<file path="config.mk">
export PLATFORM = sky130hd
export DESIGN_NAME = instr_encoder
export DESIGN_NICKNAME = d
export VERILOG_FILES = /design/src/rtl/instr_encoder.sv
export SDC_FILE = /design/constraint.sdc
export NUM_CORES = 1
export LEC_CHECK = 0
export ABC_AREA = 1
export CAP_MARGIN = 20
export CORE_MARGIN = 1.5
export CORE_UTILIZATION = 52
export DETAILED_ROUTE_END_ITERATION = 6
export PLACE_DENSITY = 0.8
export SLEW_MARGIN = 20
export SYNTH_ARGS = -nofsm -noshare
export SYNTH_HDL_FRONTEND = slang
export SYNTH_SLANG_ARGS = --single-unit
</file>
<file path="constraint.sdc">
create_clock -name clk -period 1.9 [get_ports clk]
set_input_delay 0.38 -clock clk [delete_from_list [all_inputs] [get_ports clk]]
set_output_delay 0.38 -clock clk [all_outputs]
set_load 0.02 [all_outputs]
</file>
<file path="src/rtl/instr_encoder.sv">
// Packs decoded RV32I fields plus an architectural immediate into an instruction word and queues
// it with a word write address. Define INSTR_ENCODER_RANGE_CHECK_EN to flag out-of-range immediates.
module instr_encoder #(
  parameter int unsigned       DEPTH     = 2,
  parameter int unsigned       ADDR_W    = 10,
  parameter logic [ADDR_W-1:0] BASE_ADDR = '0
) (
  input  logic              clk,
  input  logic              rst_n,
  input  logic              in_valid,
  output logic              in_ready,
  input  logic [6:0]        opcode,
  input  logic [4:0]        rd,
  input  logic [4:0]        rs1,
  input  logic [4:0]        rs2,
  input  logic [2:0]        funct3,
  input  logic [6:0]        funct7,
  input  logic [31:0]       imm,
  output logic              out_valid,
  input  logic              out_ready,
  output logic [31:0]       out_instr,
  output logic [ADDR_W-1:0] out_addr,
  input  logic              addr_clr,
  input  logic              err_clr,
  output logic              err_sticky
);

  localparam int unsigned PTR_W = (DEPTH > 1) ? $clog2(DEPTH) : 1;

  localparam logic [6:0] OpLui    = 7'b0110111;
  localparam logic [6:0] OpAuipc  = 7'b0010111;
  localparam logic [6:0] OpJal    = 7'b1101111;
  localparam logic [6:0] OpJalr   = 7'b1100111;
  localparam logic [6:0] OpLoad   = 7'b0000011;
  localparam logic [6:0] OpAluImm = 7'b0010011;
  localparam logic [6:0] OpStore  = 7'b0100011;
  localparam logic [6:0] OpBranch = 7'b1100011;
  localparam logic [6:0] OpAluReg = 7'b0110011;

  logic [31:0] enc_instr;
  logic        bad_opcode;
  logic        range_err;
  logic        enc_err;
  logic        is_shift;

  assign is_shift = (funct3 == 3'b001) || (funct3 == 3'b101);

  always_comb begin
    enc_instr  = 32'h0000_0013;
    bad_opcode = 1'b0;
    case (opcode)
      OpLui, OpAuipc: enc_instr = {imm[31:12], rd, opcode};
      OpJal:          enc_instr = {imm[20], imm[10:1], imm[11], imm[19:12], rd, opcode};
      OpJalr, OpLoad: enc_instr = {imm[11:0], rs1, funct3, rd, opcode};
      OpAluImm: begin
        if (is_shift) enc_instr = {funct7, imm[4:0], rs1, funct3, rd, opcode};
        else          enc_instr = {imm[11:0], rs1, funct3, rd, opcode};
      end
      OpStore:  enc_instr = {imm[11:5], rs2, rs1, funct3, imm[4:0], opcode};
      OpBranch: enc_instr = {imm[12], imm[10:5], rs2, rs1, funct3, imm[4:1], imm[11], opcode};
      OpAluReg: enc_instr = {funct7, rs2, rs1, funct3, rd, opcode};
      default:  bad_opcode = 1'b1;
    endcase
  end

`ifdef INSTR_ENCODER_RANGE_CHECK_EN
  logic fits_s12, fits_u12, fits_s13, fits_u13, fits_s21;

  // A signed N-bit value has all bits from N-1 upward equal to the sign.
  assign fits_s12 = (&imm[31:11]) || !(|imm[31:11]);
  assign fits_u12 = !(|imm[31:12]);
  assign fits_s13 = (&imm[31:12]) || !(|imm[31:12]);
  assign fits_u13 = !(|imm[31:13]);
  assign fits_s21 = (&imm[31:20]) || !(|imm[31:20]);

  always_comb begin
    range_err = 1'b0;
    case (opcode)
      OpLui, OpAuipc: range_err = |imm[11:0];
      OpJal:          range_err = !fits_s21 || imm[0];
      OpJalr:         range_err = !fits_s12;
      OpLoad:         range_err = funct3[2] ? !fits_u12 : !fits_s12;
      OpAluImm:       range_err = is_shift ? (|imm[31:5]) : !fits_s12;
      OpStore:        range_err = !fits_s12;
      OpBranch:       range_err = ((funct3[2:1] == 2'b11) ? !fits_u13 : !fits_s13) || imm[0];
      default:        range_err = 1'b0;
    endcase
  end
`else
  assign range_err = 1'b0;
`endif

  assign enc_err = bad_opcode || range_err;

  // Output FIFO
  logic [31:0]       instr_mem [DEPTH];
  logic [ADDR_W-1:0] addr_mem  [DEPTH];
  logic [PTR_W-1:0]  wr_ptr_q, rd_ptr_q;
  logic [PTR_W:0]    count_q;
  logic [ADDR_W-1:0] addr_q;
  logic [ADDR_W-1:0] wr_addr;
  logic              full, push, pop;

  assign full      = (count_q == (PTR_W+1)'(DEPTH));
  assign in_ready  = !full;
  assign out_valid = (count_q != '0);
  assign push      = in_valid && !full;
  assign pop       = out_valid && out_ready;
  assign out_instr = instr_mem[rd_ptr_q];
  assign out_addr  = addr_mem[rd_ptr_q];
  // A clear coinciding with a push labels that push with the base address.
  assign wr_addr   = addr_clr ? BASE_ADDR : addr_q;

  always_ff @(posedge clk or negedge rst_n) begin
    if (!rst_n) begin
      for (int i = 0; i < int'(DEPTH); i++) begin
        instr_mem[i] <= '0;
        addr_mem[i]  <= BASE_ADDR;
      end
      wr_ptr_q <= '0;
      rd_ptr_q <= '0;
      count_q  <= '0;
    end else begin
      if (push) begin
        instr_mem[wr_ptr_q] <= enc_instr;
        addr_mem[wr_ptr_q]  <= wr_addr;
        wr_ptr_q            <= wr_ptr_q + PTR_W'(1);
      end
      if (pop) rd_ptr_q <= rd_ptr_q + PTR_W'(1);
      if (push && !pop)      count_q <= count_q + (PTR_W+1)'(1);
      else if (!push && pop) count_q <= count_q - (PTR_W+1)'(1);
    end
  end

  always_ff @(posedge clk or negedge rst_n) begin
    if (!rst_n) begin
      addr_q <= BASE_ADDR;
    end else if (push) begin
      addr_q <= wr_addr + ADDR_W'(1);
    end else if (addr_clr) begin
      addr_q <= BASE_ADDR;
    end
  end

  always_ff @(posedge clk or negedge rst_n) begin
    if (!rst_n) begin
      err_sticky <= 1'b0;
    end else if (push && enc_err) begin
      err_sticky <= 1'b1;
    end else if (err_clr) begin
      err_sticky <= 1'b0;
    end
  end

endmodule

</file>
After elaboration in Yosys (flattened, before gate mapping)
Index checks and enable logic that the tools add are counted.
W data, S select, Z words.
{"block": "op_classes", "n_reduce_logical": 16, "n_eq_ne": 12, "bitwise": 2, "mux": 21, "add_sub_neg": 5, "magnitude_cmp": 3}
{"operator": "$pmux W32 S7", "n": 1}
{"operator": "$mux W32", "n": 5}
{"operator": "$bwmux W64", "n": 1}
{"operator": "$mux W10", "n": 6}
{"operator": "$demux W32 S1", "n": 1}
{"operator": "$eq A7 B6 Y1 const B", "n": 3}
{"operator": "$eq A7 B7 Y1 const B", "n": 3}
{"operator": "$bwmux W20", "n": 1}
{"operator": "$eq A7 B5 Y1 const B", "n": 2}
{"operator": "$add A10 B1 Y10 const B", "n": 1}
{"operator": "$demux W10 S1", "n": 1}
{"operator": "$reduce_or A9 Y1", "n": 1}
{"operator": "$eq A7 B2 Y1 const B", "n": 1}
{"operator": "$logic_and A1 B1 Y1", "n": 6}
{"operator": "$reduce_bool A2 Y1", "n": 3}
{"operator": "$ge A2 B2 Y1 const B", "n": 2}
{"operator": "$mux W2", "n": 2}
{"operator": "$not A1 Y2", "n": 2}
{"operator": "$reduce_or A2 Y1", "n": 2}
{"operator": "$eq A3 B1 Y1 const B", "n": 1}
{"operator": "$eq A3 B3 Y1 const B", "n": 1}
{"operator": "$logic_not A1 Y1", "n": 3}
{"operator": "$mux W1", "n": 3}
{"operator": "$add A1 B1 Y1 const B", "n": 2}
{"operator": "5 further kinds", "n": 5}
{"block": "totals", "regBits": 99, "out_inout_bits": 45, "wordCells": 68, "in_bits": 70}

Longest topological paths before layout
Gate-level depths: netlist (run 1).
{"block": "depth", "ltp_word": 7, "depth_mapped": 12, "ltp_nobuf": 11}

Worst setup path before layout (run 1)
OpenSTA, ideal clock, no wires.
{"block": "synth_timing", "path_type": "register to register", "start": "reg count_q[0]", "end": "reg count_q[1]", "path_buffers": 1, "arrival_ns": 1.567, "synth_period_minus_slack_ns": 1.698, "required_ns": 1.769, "path_slack_ns": 0.202, "setup_ns": 0.131, "stages_incl_launch_ff": 10, "path_cell_list": "dfrtp_1 > inv_2 > nand2_2 > nand2_2 > buf_6 > inv_1 > ha_1 > a21oi_1 > o21ai_0 > xor2_1"}
{"block": "synth_via", "elab_chain_len": 6, "word_cells_on_any_way": 14, "cone_classes": "2 x add/sub; 1 x eq/ne; 2 x mux; 9 x reduce/logical"}
{"element": "start: declaration", "line": "99", "text": "logic [PTR_W:0] count_q;"}
{"element": "start signal: assignment", "line": "130", "text": "if (push && !pop) count_q <= count_q + (PTR_W+1)'(1);"}
{"element": "start signal: assignment", "line": "131", "text": "else if (!push && pop) count_q <= count_q - (PTR_W+1)'(1);"}
{"element": "$eq A2 B2 Y1 *", "line": "104", "text": "assign full = (count_q == (PTR_W+1)'(DEPTH));"}
{"element": "$logic_not A1 Y1 *"}
{"element": "named net in_ready", "line": "11", "text": "output logic in_ready,"}
{"element": "$logic_and A1 B1 Y1 *", "line": "107", "text": "assign push = in_valid && !full;"}
{"element": "$logic_not A1 Y1", "line": "131"}
{"element": "$logic_and A1 B1 Y1", "line": "131"}
{"element": "$reduce_bool A2 Y1 (no line)"}
The timed path passes the listed nets; every way through them passes the cells marked *. The select of a mux whose other input is x is not followed.
A chain may end at the register's enable or synchronous reset.

Worst setup path after layout (run 1)
{"block": "layout_timing", "start": "reg rd_ptr_q", "end": "out out_instr[24]"}
{"block": "layout_via", "elab_chain_len": 4}
{"element": "start: declaration", "line": "98", "text": "logic [PTR_W-1:0] wr_ptr_q, rd_ptr_q;"}
{"element": "start signal: assignment", "line": "129", "text": "if (pop) rd_ptr_q <= rd_ptr_q + PTR_W'(1);"}
{"element": "$not A1 Y2 (not written as such)", "line": "109", "text": "assign out_instr = instr_mem[rd_ptr_q];"}
{"element": "$mux W32 (not written as such) (3 in a row)", "line": "109"}
{"element": "end: declaration", "line": "21", "text": "output logic [31:0] out_instr,"}
Every way passes these cells. The select of a mux whose other input is x is not followed.

==> results by group, run 1 <==
Status
  • Status: completed

Worst hold path
  • Hold Crit Endpoint: instr_mem[33]
  • HP Class: flop to flop
  • Hold Path Depth: 2
  • HP Start: instr_mem[33]

STA
  • Setup Viol. Count Final: 0
  • Worst Tran Pin Value: 0.418 ns
  • Fmax: 535 MHz
  • Min Tclk post-route: 1.87 ns
  • Clock Skew: 0.0129 ns
  • Final hold vios: 0
  • Tcrit/Tclk final: 0.984
  • Slew HR: 0.722
  • Setup_tns: 0 ns
  • Hold Slack: 0.457 ns
  • Pins Over Slew Limit: 0
  • RSZ-0062 raised after global routing: true
  • Setup ws final: 0.0297 ns

Clocking
  • CTS tree: done
  • Clock-pin slew on the worst setup and hold paths: 0.09 ns
  • Total CTS buffers: 9
  • Clock Latency Late Sink: 0.36 ns
  • # clock sinks: 99
  • Root Driver: clkbuf_8
  • Max Root-Sink Buffers: 2
  • H-tree level count: 3

Drt
  • Initial DRC count: 433
  • Antenna Nets Post-Route: 0
  • Routed wire length: 15800 um
  • Drt drc: 0
  • DR vias: 5749
  • Drt pass-1 iters: 5
  • Via/cell ratio: 5.02
  • Average wire per standard cell: 13.8 um

Setup path
  • Nature of the critical path startpoint: flop
  • CP max stage cell: dfrtp_2
  • Worst R2R End: count_q[1]
  • Arr. time, crit path: 1.49 ns
  • Worst-path fanout max: 7
  • Worst Path Buf+Inv: 3
  • Most frequent CP cell: nand2_1
  • Family with the most delay on the worst path: buffers and inverters
  • Critical path class: flop to output pin
  • Origin of the critical flop-to-flop path: count_q[0]
  • Crit-path cells: inv_2 > buf_4 > nand2_1 > nand2_1 > clkdlybuf4s15_2
  • CP endpoint kind: output pin
  • Flop-to-flop setup slack: 0.34 ns
  • Worst stage delay on the critical path: 0.45 ns
  • R2R cell count: 8
  • Critical Path RT: 1.52 ns

Global routing
  • Overflow after GRT: 0
  • Largest net degree at the start of global routing: 41
  • Vias in the first global route: 5453
  • Initial antenna violation count: 0
  • Overall Global Routing Usage: 0.287
  • Global-route wire length before repair: 26100 um

Flow run
  • Max_cap viols: 0

Synthesis
  • Cells after Synth: 831
  • Synth warn: 0
  • Number of library cell types mapped by synthesis: 34
  • Synthesized area: 5770 um^2
  • Seq/Total Area, Yosys: 0.429
  • Avg Cell Area, Syn: 6.95 um^2
  • Mapped Nets: 903
  • Seq cells post-synth: 99

Placed design
  • Detailed Place HPWL: 11800 um
  • RePlAce Congestion: 0.952
  • Port bufs: 114
  • Pre-CTS WS: -0.210 ns

Power
  • Combinational group share of total power: 0.413
  • Sw Ratio: 0.380
  • Peak VDD IR: 0.872 mV
  • Leak: 4.23 nW
  • P_int: 4.08 mW
  • Power Density: 855 nW/um^2
  • Tot Pwr: 6.58 mW
  • Reg power frac: 0.389
  • Clock power share: 0.198
  • P_sw: 2.50 mW

Finish
  • Layout net count: 1072
  • Area delta synth->final: 33.3%
  • Number of fill cells: 900
  • Antenna diodes: 0
  • FF/Latch Area: 2480 um^2
  • Multi-input combinational cell area: 2860 um^2
  • Share of post-route cells with drive strength above 1: 0.199
  • Commonest cells after routing, fill and taps aside: nand2_1 (413), dfrtp_1 (98), clkdlybuf4s50_1 (69), buf_4 (64), inv_1 (56)
  • Most common cell after layout, fill and taps aside: nand2_1

Die
  • Core box area: 10800 um^2
  • Die Wd: 108 um
  • Row cnt: 38
  • Die Y-Extent: 108 um
  • Die ar.: 11700 um^2
  • Initial Utilization: 0.533
  • Io pins: 115
==> worst reg2reg max path: stages (launching register included) <==
cell and delay [ns]:
dfrtp_1 0.41, inv_2 0.09, nand2_2 0.06, nand2_2 0.15, inv_1 0.09, ha_1 0.29
a21oi_1 0.11, o21ai_0 0.11, xor2_1 0.15
==> synthesized netlist by cell type (all sizes together) <==
library cell / instances / share of area
ha: 2 / 0.0043
clkinv: 2 / 0.0013
nand4: 5 / 0.0054
o21ai: 65 / 0.063
nand3b: 1 / 0.0013
xor2: 4 / 0.0061
a21oi: 7 / 0.0080
inv: 67 / 0.044
xnor2: 3 / 0.0046
nor3: 7 / 0.0061
nor4: 1 / 0.0011
nor2: 47 / 0.042
dfrtp: 99 / 0.43
nand2: 438 / 0.30
buf: 19 / 0.021
o22ai: 1 / 0.0011
or2: 2 / 0.0022
nand3: 48 / 0.049
clkbuf: 13 / 0.0085
==> registers in the layout, indices dropped and copies added (netlist names) <==
name and flops:
instr_mem 64, addr_mem 20, addr_q 10, count_q 2
err_sticky 1, rd_ptr_q 1, wr_ptr_q 1
==> worst max-delay path by stage <==
stage	from	endpoint	slack [ns]	cells past startpoint
finish	rd_ptr_q	out_instr[24]	0.03	5
floorplan	count_q[0]	count_q[1]	0.20	9
detailed placement	addr_clr	addr_q[6]	-0.21	9
global route	rd_ptr_q	out_instr[24]	-0.06	5
global placement	addr_clr	addr_q[8]	-0.11	10
CTS	rd_ptr_q	out_instr[18]	-0.01	6
==> power by group through the flow <==
stage / clock [mW] / combinational, mW / sequential [mW]
6_report: 1.30 / 2.72 / 2.56
4_1_cts: 1.32 / 2.78 / 2.55
2_1_floorplan: 0 / 1.43 / 2.57
5_1_grt: 1.41 / 2.96 / 2.60
3_3_place_gp: 0 / 2.76 / 2.59
3_5_place_dp: 0 / 2.79 / 2.60
==> cells by family (layout without fill, tap and decap cells) <==
group / count (synthesis) / after routing / share of synthesized area
compound gates: 73 / 73 / 0.0720
simple gates: 549 / 549 / 0.409
fa+ha+maj: 2 / 2 / 0.00433
xor+xnor: 7 / 7 / 0.0106
buf+inv: 101 / 275 / 0.0752
flops: 99 / 99 / 0.429
==> through the flow <==
step                      instances  area (um^2)   util
after floorplan                 831         5770      -
after global placement         1127         7620  0.703
after detailed placement       1127         7620  0.703
after CTS                      1146         7770  0.717
after global routing           1145         7700  0.710
final                          1145         7700  0.710
==> metal layers <==
metal	vias to the layer above	part of all wire	GRT usage
met5	-	0	0
met4	0	0.022	0.0818
met3	23	0.042	0.0398
met2	159	0.49	0.490
met1	2660	0.45	0.381
li1	2907	-	-
==> area by class of cell <==
| cell class | count | share of cell area |
|---|---|---|
| multi-input combinational | 631 | 0.372 |
| tap | 140 | 0.0228 |
| sequential | 99 | 0.322 |
| clock buffer | 12 | 0.0176 |
| timing repair buffer | 190 | 0.225 |
| inverter | 69 | 0.0340 |
| clock inverter | 4 | 0.00683 |
==> repair_timing <==
| action | in CTS | in global routing |
|---|---|---|
| setup endpoints to repair | 42 | 41 |
| endpoints found under the hold margin | 28 | 0 |
| pin swaps | 0 | 0 |
| buffers inserted | 2 | 0 |
| hold buffers | 1 | 0 |
| gates resized for setup | 160 | 22 |
| gates cloned | 0 | 0 |
Note: power is estimated with default switching activity, not from simulation.
==> run 2: changes to the inputs <==
Settings changed: CELL_PAD_IN_SITES_DETAIL_PLACEMENT set to 0, CELL_PAD_IN_SITES_GLOBAL_PLACEMENT set to 2, CORE_UTILIZATION 52 to 29, PLACE_DENSITY 0.8 to unset, PLACE_DENSITY_LB_ADDON set to 0.1.
Clock period 1.9 ns to 2.1 ns, I/O delays scaled along.
==> run 2 against run 1 <==
Register-to-register slack gained 0.10 ns. Clock skew increased by 0.0013 ns. Critical endpoint is now out_instr[29]. Largest cell class unchanged. Combinational power is 14% lower. Clock-buffer cell count shrank 1.
==> results by group, run 2 (synthesis results as in run 1) <==
Setup path
  • CP endpoint kind: output pin
  • Nature of the critical path startpoint: flop
  • CP max stage cell: dfrtp_2
  • Crit-path cells: inv_2 > buf_4 > nand2_1 > nand2_1 > clkdlybuf4s15_1
  • Most frequent CP cell: nand2_1
  • Arr. time, crit path: 1.59 ns
  • Flop-to-flop setup slack: 0.44 ns
  • Critical Path RT: 1.68 ns
  • Worst stage delay on the critical path: 0.43 ns
  • Worst-path fanout max: 9
  • Critical path class: flop to output pin

STA
  • RSZ-0062 raised after global routing: false
  • Slew HR: 0.746
  • Setup_tns: 0 ns
  • Setup Viol. Count Final: 0
  • Pins Over Slew Limit: 0
  • Setup ws final: 0.0930 ns
  • Worst Tran Pin Value: 0.381 ns
  • Clock Skew: 0.0142 ns
  • Tcrit/Tclk final: 0.956
  • Fmax: 498 MHz
  • Hold Slack: 0.451 ns
  • Min Tclk post-route: 2.01 ns
  • Final hold vios: 0

Finish
  • Number of flip-flops in the largest register: 64
  • Commonest cells after routing, fill and taps aside: nand2_1 (413), dfrtp_1 (98), clkdlybuf4s50_1 (71), inv_1 (56), o21ai_0 (53)
  • Top flop regs: instr_mem (64), addr_mem (20), addr_q (10)
  • Register bank with the most flops: instr_mem
  • Most common cell after layout, fill and taps aside: nand2_1
  • Antenna diodes: 0
  • Layout net count: 1055
  • Share of post-route cells with drive strength above 1: 0.149
  • Area delta synth->final: 35.5%

Drt
  • Drt drc: 0
  • Via/cell ratio: 4.48
  • Drt pass-1 iters: 4
  • Initial DRC count: 273
  • Routed wire length: 18200 um
  • DR vias: 5615
  • Average wire per standard cell: 14.5 um
  • Antenna Nets Post-Route: 0

Clocking
  • Clock Latency Late Sink: 0.35 ns
  • Root Driver: clkbuf_16
  • Max Root-Sink Buffers: 2
  • H-tree level count: 3
  • Total CTS buffers: 9
  • Clock-pin slew on the worst setup and hold paths: 0.07 ns
  • CTS tree: done
  • # clock sinks: 99

Die
  • Die ar.: 20800 um^2
  • Io pins: 115
  • Die Y-Extent: 144 um
  • Core box area: 19500 um^2
  • Row cnt: 51
  • Die Wd: 144 um
  • Initial Utilization: 0.297

Worst hold path
  • HP Class: flop to flop

Global routing
  • Largest net degree at the start of global routing: 47
  • Overall Global Routing Usage: 0.188
  • Initial antenna violation count: 0
  • Overflow after GRT: 0
  • Vias in the first global route: 5874
  • Global-route wire length before repair: 30100 um

Flow run
  • Max_cap viols: 0

Power
  • Leak: 4.28 nW
  • Tot Pwr: 6.26 mW
  • Power Density: 800 nW/um^2
  • Peak VDD IR: 0.584 mV

Placed design
  • Detailed Place HPWL: 13700 um
  • Port bufs: 114
  • Pre-CTS WS: -0.133 ns
  • RePlAce Congestion: 0.852

Status
  • Status: completed
## run 2: cell types whose count changed in the layout (fill, tap and decap cells not counted), sizes merged, moves of 2 or more
cell,previous run,this run
clkinvlp,3,0
inv,67,70
clkdlybuf4s50,69,71
dlygate4sd2,0,35
clkinv,2,4
buf,103,59
dlymetal6s2s,2,0
clkdlybuf4s15,11,2
## run 2: power breakdown
| group | total (mW) | switching [mW] | internal, mW |
|---|---|---|---|
| Clock | 1.59 | 0.740 | 0.854 |
| Sequential | 2.32 | 0.144 | 2.17 |
| Combinational | 2.35 | 1.51 | 0.847 |
| Total | 6.26 | 2.39 | 3.87 |
## run 2: path summary, 6_finish.rpt
path                                from            end  cells after the start
max                             rd_ptr_q  out_instr[29]                      5
min                        instr_mem[32]  instr_mem[32]                      2
max reg2reg                   count_q[0]     count_q[1]                      8
min reg2reg                instr_mem[32]  instr_mem[32]                      2
max in group asynchronous          rst_n  instr_mem[38]                      3
min in group asynchronous          rst_n  instr_mem[47]                      2
## run 2: through the flow
step	area (um^2)	instances	util
floorplan	5770	831	-
global placement	7590	1236	0.390
detailed placement	7590	1236	0.390
CTS	7840	1253	0.403
global route	7830	1253	0.402
finish	7830	1253	0.402
## run 2: per-layer routing
| metal | vias to the layer above | global-route usage | share of wire |
|---|---|---|---|
| met2 | 113 | 0.313 | 0.47 |
| met3 | 20 | 0.0315 | 0.037 |
| met4 | 0 | 0.0591 | 0.020 |
| met1 | 2615 | 0.248 | 0.48 |
| li1 | 2867 | - | - |
| met5 | - | 0 | 0 |
## run 2: area by class of cell
class                   instances  area [um^2]
flip-flops and latches         99         2480
multi-input cells             631         2860
repair buffers                173         1610
inverters                      69          262
clock buffers                  11          243
well taps                     265          332
clock inverters                 5         42.5
fillers                      2114        11600
## run 2: worst max-delay path, delay by kind of cell, from the launching register on
| kind | cells | cell delay [ns] |
|---|---|---|
| DFF | 1 | 0.43 |
| and+or+nand+nor | 2 | 0.16 |
| buffers and inverters | 3 | 0.66 |
## run 2: what timing repair did
action / CTS / global route
cloned: 0 / 0
endpoints found under the setup margin: 42 / 7
setup buffers: 0 / 0
resized for setup: 42 / 12
endpoints found under the hold margin: 20 / 0
hold buffers: 1 / 0
==> RTL edit 1, RTL diff (settings of run 1) <==
Reset style: synchronous (`rst_n`), changed in 3 clocked blocks.
--- a/src/rtl/instr_encoder.sv
+++ b/src/rtl/instr_encoder.sv
@@ -113,3 +113,3 @@
 
-  always_ff @(posedge clk or negedge rst_n) begin
+  always_ff @(posedge clk) begin
     if (!rst_n) begin
@@ -134,3 +134,3 @@
 
-  always_ff @(posedge clk or negedge rst_n) begin
+  always_ff @(posedge clk) begin
     if (!rst_n) begin
@@ -144,3 +144,3 @@
 
-  always_ff @(posedge clk or negedge rst_n) begin
+  always_ff @(posedge clk) begin
     if (!rst_n) begin
Formal check against the unedited RTL: differs if rst_n is asserted again (counterexample within 4 cycles, from zero or initial values and one cycle with rst_n low); with rst_n held inactive, the same outputs for 4 cycles.
==> RTL edit 1 against run 1 <==
  * The flow now finishes with violations (setup timing)
  * Sequential cell count increased by 1
  * Area after synthesis decreased by 5.9%
  * Clock skew about the same
  * Routed wire length decreased by 8.7%
  * Via count decreased by 15%
  * Sequential share of layout area increased by 6.8 points
  * Final area decreased by 5.1%
  * Count of clock-buffer cells in the layout unchanged
  * Global-route usage decreased by 2.4 points
  * Setup slack got worse by 0.069 ns
  * Power decreased by 4.5%
  * Critical endpoint is now out_instr[9]
  * Largest cell class is now flip-flops and latches
  * Highest routed layer unchanged
==> RTL edit 1: results (changes against run 1) <==
[yosys]
synth_area_leaders=edfxtp_1 46%, nand2_1 9.1%, mux2_2 8.7%, nand3_1 7.4%, nor2_1 6.5%
synth_seq_area_share_pct=52.3  ; +9.4 points
synth_edf_count=84  ; +84
synth_flop_cell=edfxtp_1
synth_fp_nets=673  ; -25%
avgSynthCellArea_um2=9.04  ; +30%

[power_and_ir_drop]
power.leakage_nw=2.93  ; -31%
ir_worst_vdd_uv=448  ; -49%

[detailed_routing]
dr.first_iter.drc_count=376  ; -13%
dr_wl_met3_um=1100  ; +67%
wl_met1_um=5760  ; -19%
routed_wl_um=14400  ; -8.7%
route.met2.wl_um=7360  ; -4.0%
via_per_inst=5.48  ; +9.2%

[place]
post-place-ws_ns=-0.288  ; -0.0786 ns
placed_area_mm2=0.00711  ; -6.8%
gp_congestion=0.868  ; -8.9%
dpl.cell_count=874  ; -22%
hpwlAfterDp_um=10200  ; -14%

[global_routing]
grt_pass1_vias=4798  ; -12%
grt_pass1_wl_um=23000  ; -12%
grt_max_degree=36  ; -12%
use_met3_pct=3.22  ; -0.76 points
grt_util_met1_pct=34.7  ; -3.4 points
grt_util_met2_pct=45.2  ; -3.7 points

[worst_setup_path]
arrival_ns=1.56  ; +0.07 ns
crit_end=out_instr[9]
cpMaxStageDelayCell=dfxtp_4
rrSetupSlack_ns=0.30  ; -0.04 ns
path_max_fanout=11  ; +4
reg2reg_from=count_q[1]
rr_endpoint=count_q[1]

[sta]
finalSetupViolations=14  ; +14
tightest_slew_ns=0.442  ; +0.0245 ns
setup_ws_ns=-0.0397  ; -0.0694 ns
timing.setup.tns_ns=-0.336  ; -0.336 ns
whs_ns=0.465  ; +0.00879 ns

[cells_and_area]
multiInputGateArea_mm2=0.00238  ; -17%
inv_count=38  ; -45%
clock_cell_area_share_pct=2.67  ; +0.23 points
seq_area_mm2=0.00285  ; +15%
multi_input_gates=438  ; -31%
buffers=166  ; -13%
area.growth.synth_to_final_pct=34.4
nFillCells=725  ; -19%
layout-drive-gt1-share_pct=24.7  ; +4.8 points

[clock_network]
cts_resized=138  ; -14%
cts.sinks=100  ; +1.0%
post_cts_buffers=0  ; -2

[status]
status=finished with violations
violations=setup timing

[worst_hold_path]
min_to=err_sticky
min-delay-start=err_sticky

RTL edit 1: cell count changes in the layout (fill, tap and decap cells not counted), sizes merged, moves of 33 or more:
cell,delta
dfrtp,-99
mux2,+42
nand3,+33
edfxtp,+84
nand2,-299
o21ai,-53
nor2,+56
RTL edit 1: cell families (layout without fill, tap and decap cells):
| group | Yosys count | in the layout | synth area share [%] |
|---|---|---|---|
| simple gates | 346 | 347 | 28.7 |
| fa+ha+maj | 2 | 2 | 0.461 |
| mux | 42 | 42 | 8.71 |
| flops | 100 | 100 | 52.3 |
| compound gates | 46 | 46 | 4.49 |
| buf+inv | 64 | 220 | 5.16 |
| xor+xnor | 1 | 1 | 0.161 |
RTL edit 1: power by group through the flow:
stage / clock network (mW) / logic, mW / registers, mW
CTS: 1.34 / 2.10 / 2.69
global placement: 0 / 2.23 / 2.72
finish: 1.33 / 2.26 / 2.69
detailed placement: 0 / 2.25 / 2.74
global route: 1.41 / 2.39 / 2.72
floorplan: 0 / 1.18 / 2.71
==> RTL edit 2, RTL diff (config.mk and constraints of run 1) <==
Made on the original files. The option `INSTR_ENCODER_RANGE_CHECK_EN` is turned on by a define.
--- a/src/rtl/instr_encoder.sv
+++ b/src/rtl/instr_encoder.sv
@@ -2,2 +2,4 @@
 // it with a word write address. Define INSTR_ENCODER_RANGE_CHECK_EN to flag out-of-range immediates.
+`define INSTR_ENCODER_RANGE_CHECK_EN
+
 module instr_encoder #(
Formal check against the unedited RTL: not equivalent (a bounded check fails within 4 cycles, from zero or initial values and one cycle with rst_n low).
==> RTL edit 2 against run 1 <==
  * The run now ends with setup timing left
  * First-iteration DRC count is 24% lower
  * Count of clock-buffer cells in the layout decreased by 1
  * Final area is 2.0% lower
  * Critical path type unchanged
  * Area after synthesis decreased by 5.7%
  * Power fell by 0.45%
  * Setup slack got worse by 0.034 ns
  * Sequential share of layout area rose by 0.65 points
  * Routed wire length is 4.0% higher
  * Highest routed layer unchanged
  * Sequential cell count stayed put
  * Utilization rose by 2.7 points
  * Non-clock buffer count is 8 higher
==> RTL edit 2: results (changes against run 1) <==
[yosys]
synth_area_leaders=dfrtp_1 46%, nand2_1 21%, o21ai_0 8.9%, inv_1 6.8%, nor2_1 3.4%
syn-instance-count=760  ; -8.5%
yosys_warnings=0  ; unchanged
synthArstFlopShare_pct=100  ; unchanged
synthTopCellsByCount=304 x nand2_1, 99 x dfrtp_1, 99 x inv_1
synth_cell_type_count=41  ; +21%
synth_seq_area_share_pct=45.5  ; +2.6 points
synth_fp_nets=832  ; -7.9%

[clock_network]
root_buffer=clkbuf_8
clk_path_buf_depth=2  ; unchanged
htree_levels=3  ; unchanged
clk_pin_slew_ns=0.10

[worst_setup_path]
path_max_fanout=17  ; +10
slowest_delay_ns=0.47  ; +0.02 ns
arrival_ns=1.52  ; +0.03 ns

[power_and_ir_drop]
internal_power_mw=3.99  ; -2.1%
pg_seq_mw=2.56  ; about the same
switching_power_mw=2.56  ; +2.3%
power.leakage_nw=3.89  ; -8.1%
power.share.combinational_pct=40.4  ; -0.9 points
ir_worst_vdd_uv=837  ; -4.0%

[detailed_routing]
wire_per_inst_um=15.1  ; +9.9%
drtPass1Iterations=5  ; unchanged
num_vias=5529  ; -3.8%
wl_met1_um=7200  ; +1.7%
via_per_inst=5.10  ; +1.6%
dr_wl_met3_um=851  ; +29%
dr.first_iter.drc_count=330  ; -24%
route.met2.wl_um=7990  ; +4.2%

[cells_and_area]
n_antenna_cell=0  ; unchanged
nets=1015  ; -5.3%
reg_top3=instr_mem (64), addr_mem (20), addr_q (10)
layout-drive-gt1-share_pct=19.7  ; -0.17 points

[global_routing]
grt_util_met2_pct=50.4  ; +1.5 points
track_usage_pct=30.0  ; +1.4 points
grt_overflow=0  ; unchanged
grt_max_degree=100  ; +140%
antenna_found_initial=0  ; unchanged
grt_util_met1_pct=40.0  ; +1.9 points
use_met3_pct=4.21  ; +0.23 points
grt_pass1_wl_um=26400  ; +1.1%

[place]
placed_area_mm2=0.00737  ; -3.3%
post-place-ws_ns=-0.299  ; -0.0892 ns
io_buffers=114  ; unchanged
dpl.cell_count=1066  ; -5.4%
hpwlAfterDp_um=12000  ; +2.0%
gp_congestion=0.924  ; -3.0%

[sta]
finClkSkew_ns=0.0110  ; -0.00188 ns
tightest_slew_ns=0.542  ; +0.125 ns
setup_ws_ns=-0.00428  ; -0.0340 ns
timing.setup.tns_ns=-0.00428  ; -0.00428 ns
finalSetupViolations=1  ; +1

[status]
violations=setup timing
status=finished with violations

[worst_hold_path]
hold_class=in -> async

==> RTL edit 2: changes by cell type after synthesis, sizes merged, moves of 3 or more <==
cell / before / now
inv: 67 / 100
nand2: 438 / 312
nor3: 7 / 4
xor2: 4 / 9
clkbuf: 13 / 16
nand3: 48 / 20
o21bai: 0 / 4
a21oi: 7 / 4
a22o: 0 / 3
buf: 19 / 10
o21ai: 65 / 99
o211ai: 0 / 4
nor2: 47 / 56
==> RTL edit 2: cells by family after synthesis <==
family	after synthesis	share of synthesized area, %
AND/OR/NAND/NOR	399	30.7
adder cells (fa/ha/maj)	2	0.460
buffers and inverters	129	9.29
flip-flops	99	45.5
XOR/XNOR	12	2.07
AO/OA/AOI/OAI	119	11.9
==> RTL edit 2: area by class of cell <==
class,count,area (um^2)
well taps,136,170
fillers,791,2690
repair buffers,198,1770
clock buffers,11,151
clock inverters,5,43.8
flip-flops and latches,99,2480
multi-input cells,532,2530
inverters,103,393
==> RTL edit 2: path summary, 6_finish.rpt <==
check                                endpoint  slack [ns]  cells past startpoint
max in group asynchronous            rd_ptr_q        1.40                      2
worst max register to register     count_q[1]        0.26                      8
min in group clk                instr_mem[32]        0.48                      2
worst min register to register  instr_mem[32]        0.48                      2
worst max-delay path             out_instr[9]      -0.004                      4
worst min-delay path             addr_mem[15]        0.04                      2
==> RTL edit 2: repair_timing <==
action	in CTS	in global routing
resized for setup	207	67
endpoints found under the setup margin	44	53
setup buffers	2	0
cloned	0	1
pin swaps	0	2
==> RTL edit 2: critical path: cells and delay by family (launching register included) <==
kind | cells | cell delay, ns
buffers and inverters | 3 | 0.51
flip-flops | 1 | 0.47
AO/OA/AOI/OAI | 1 | 0.19
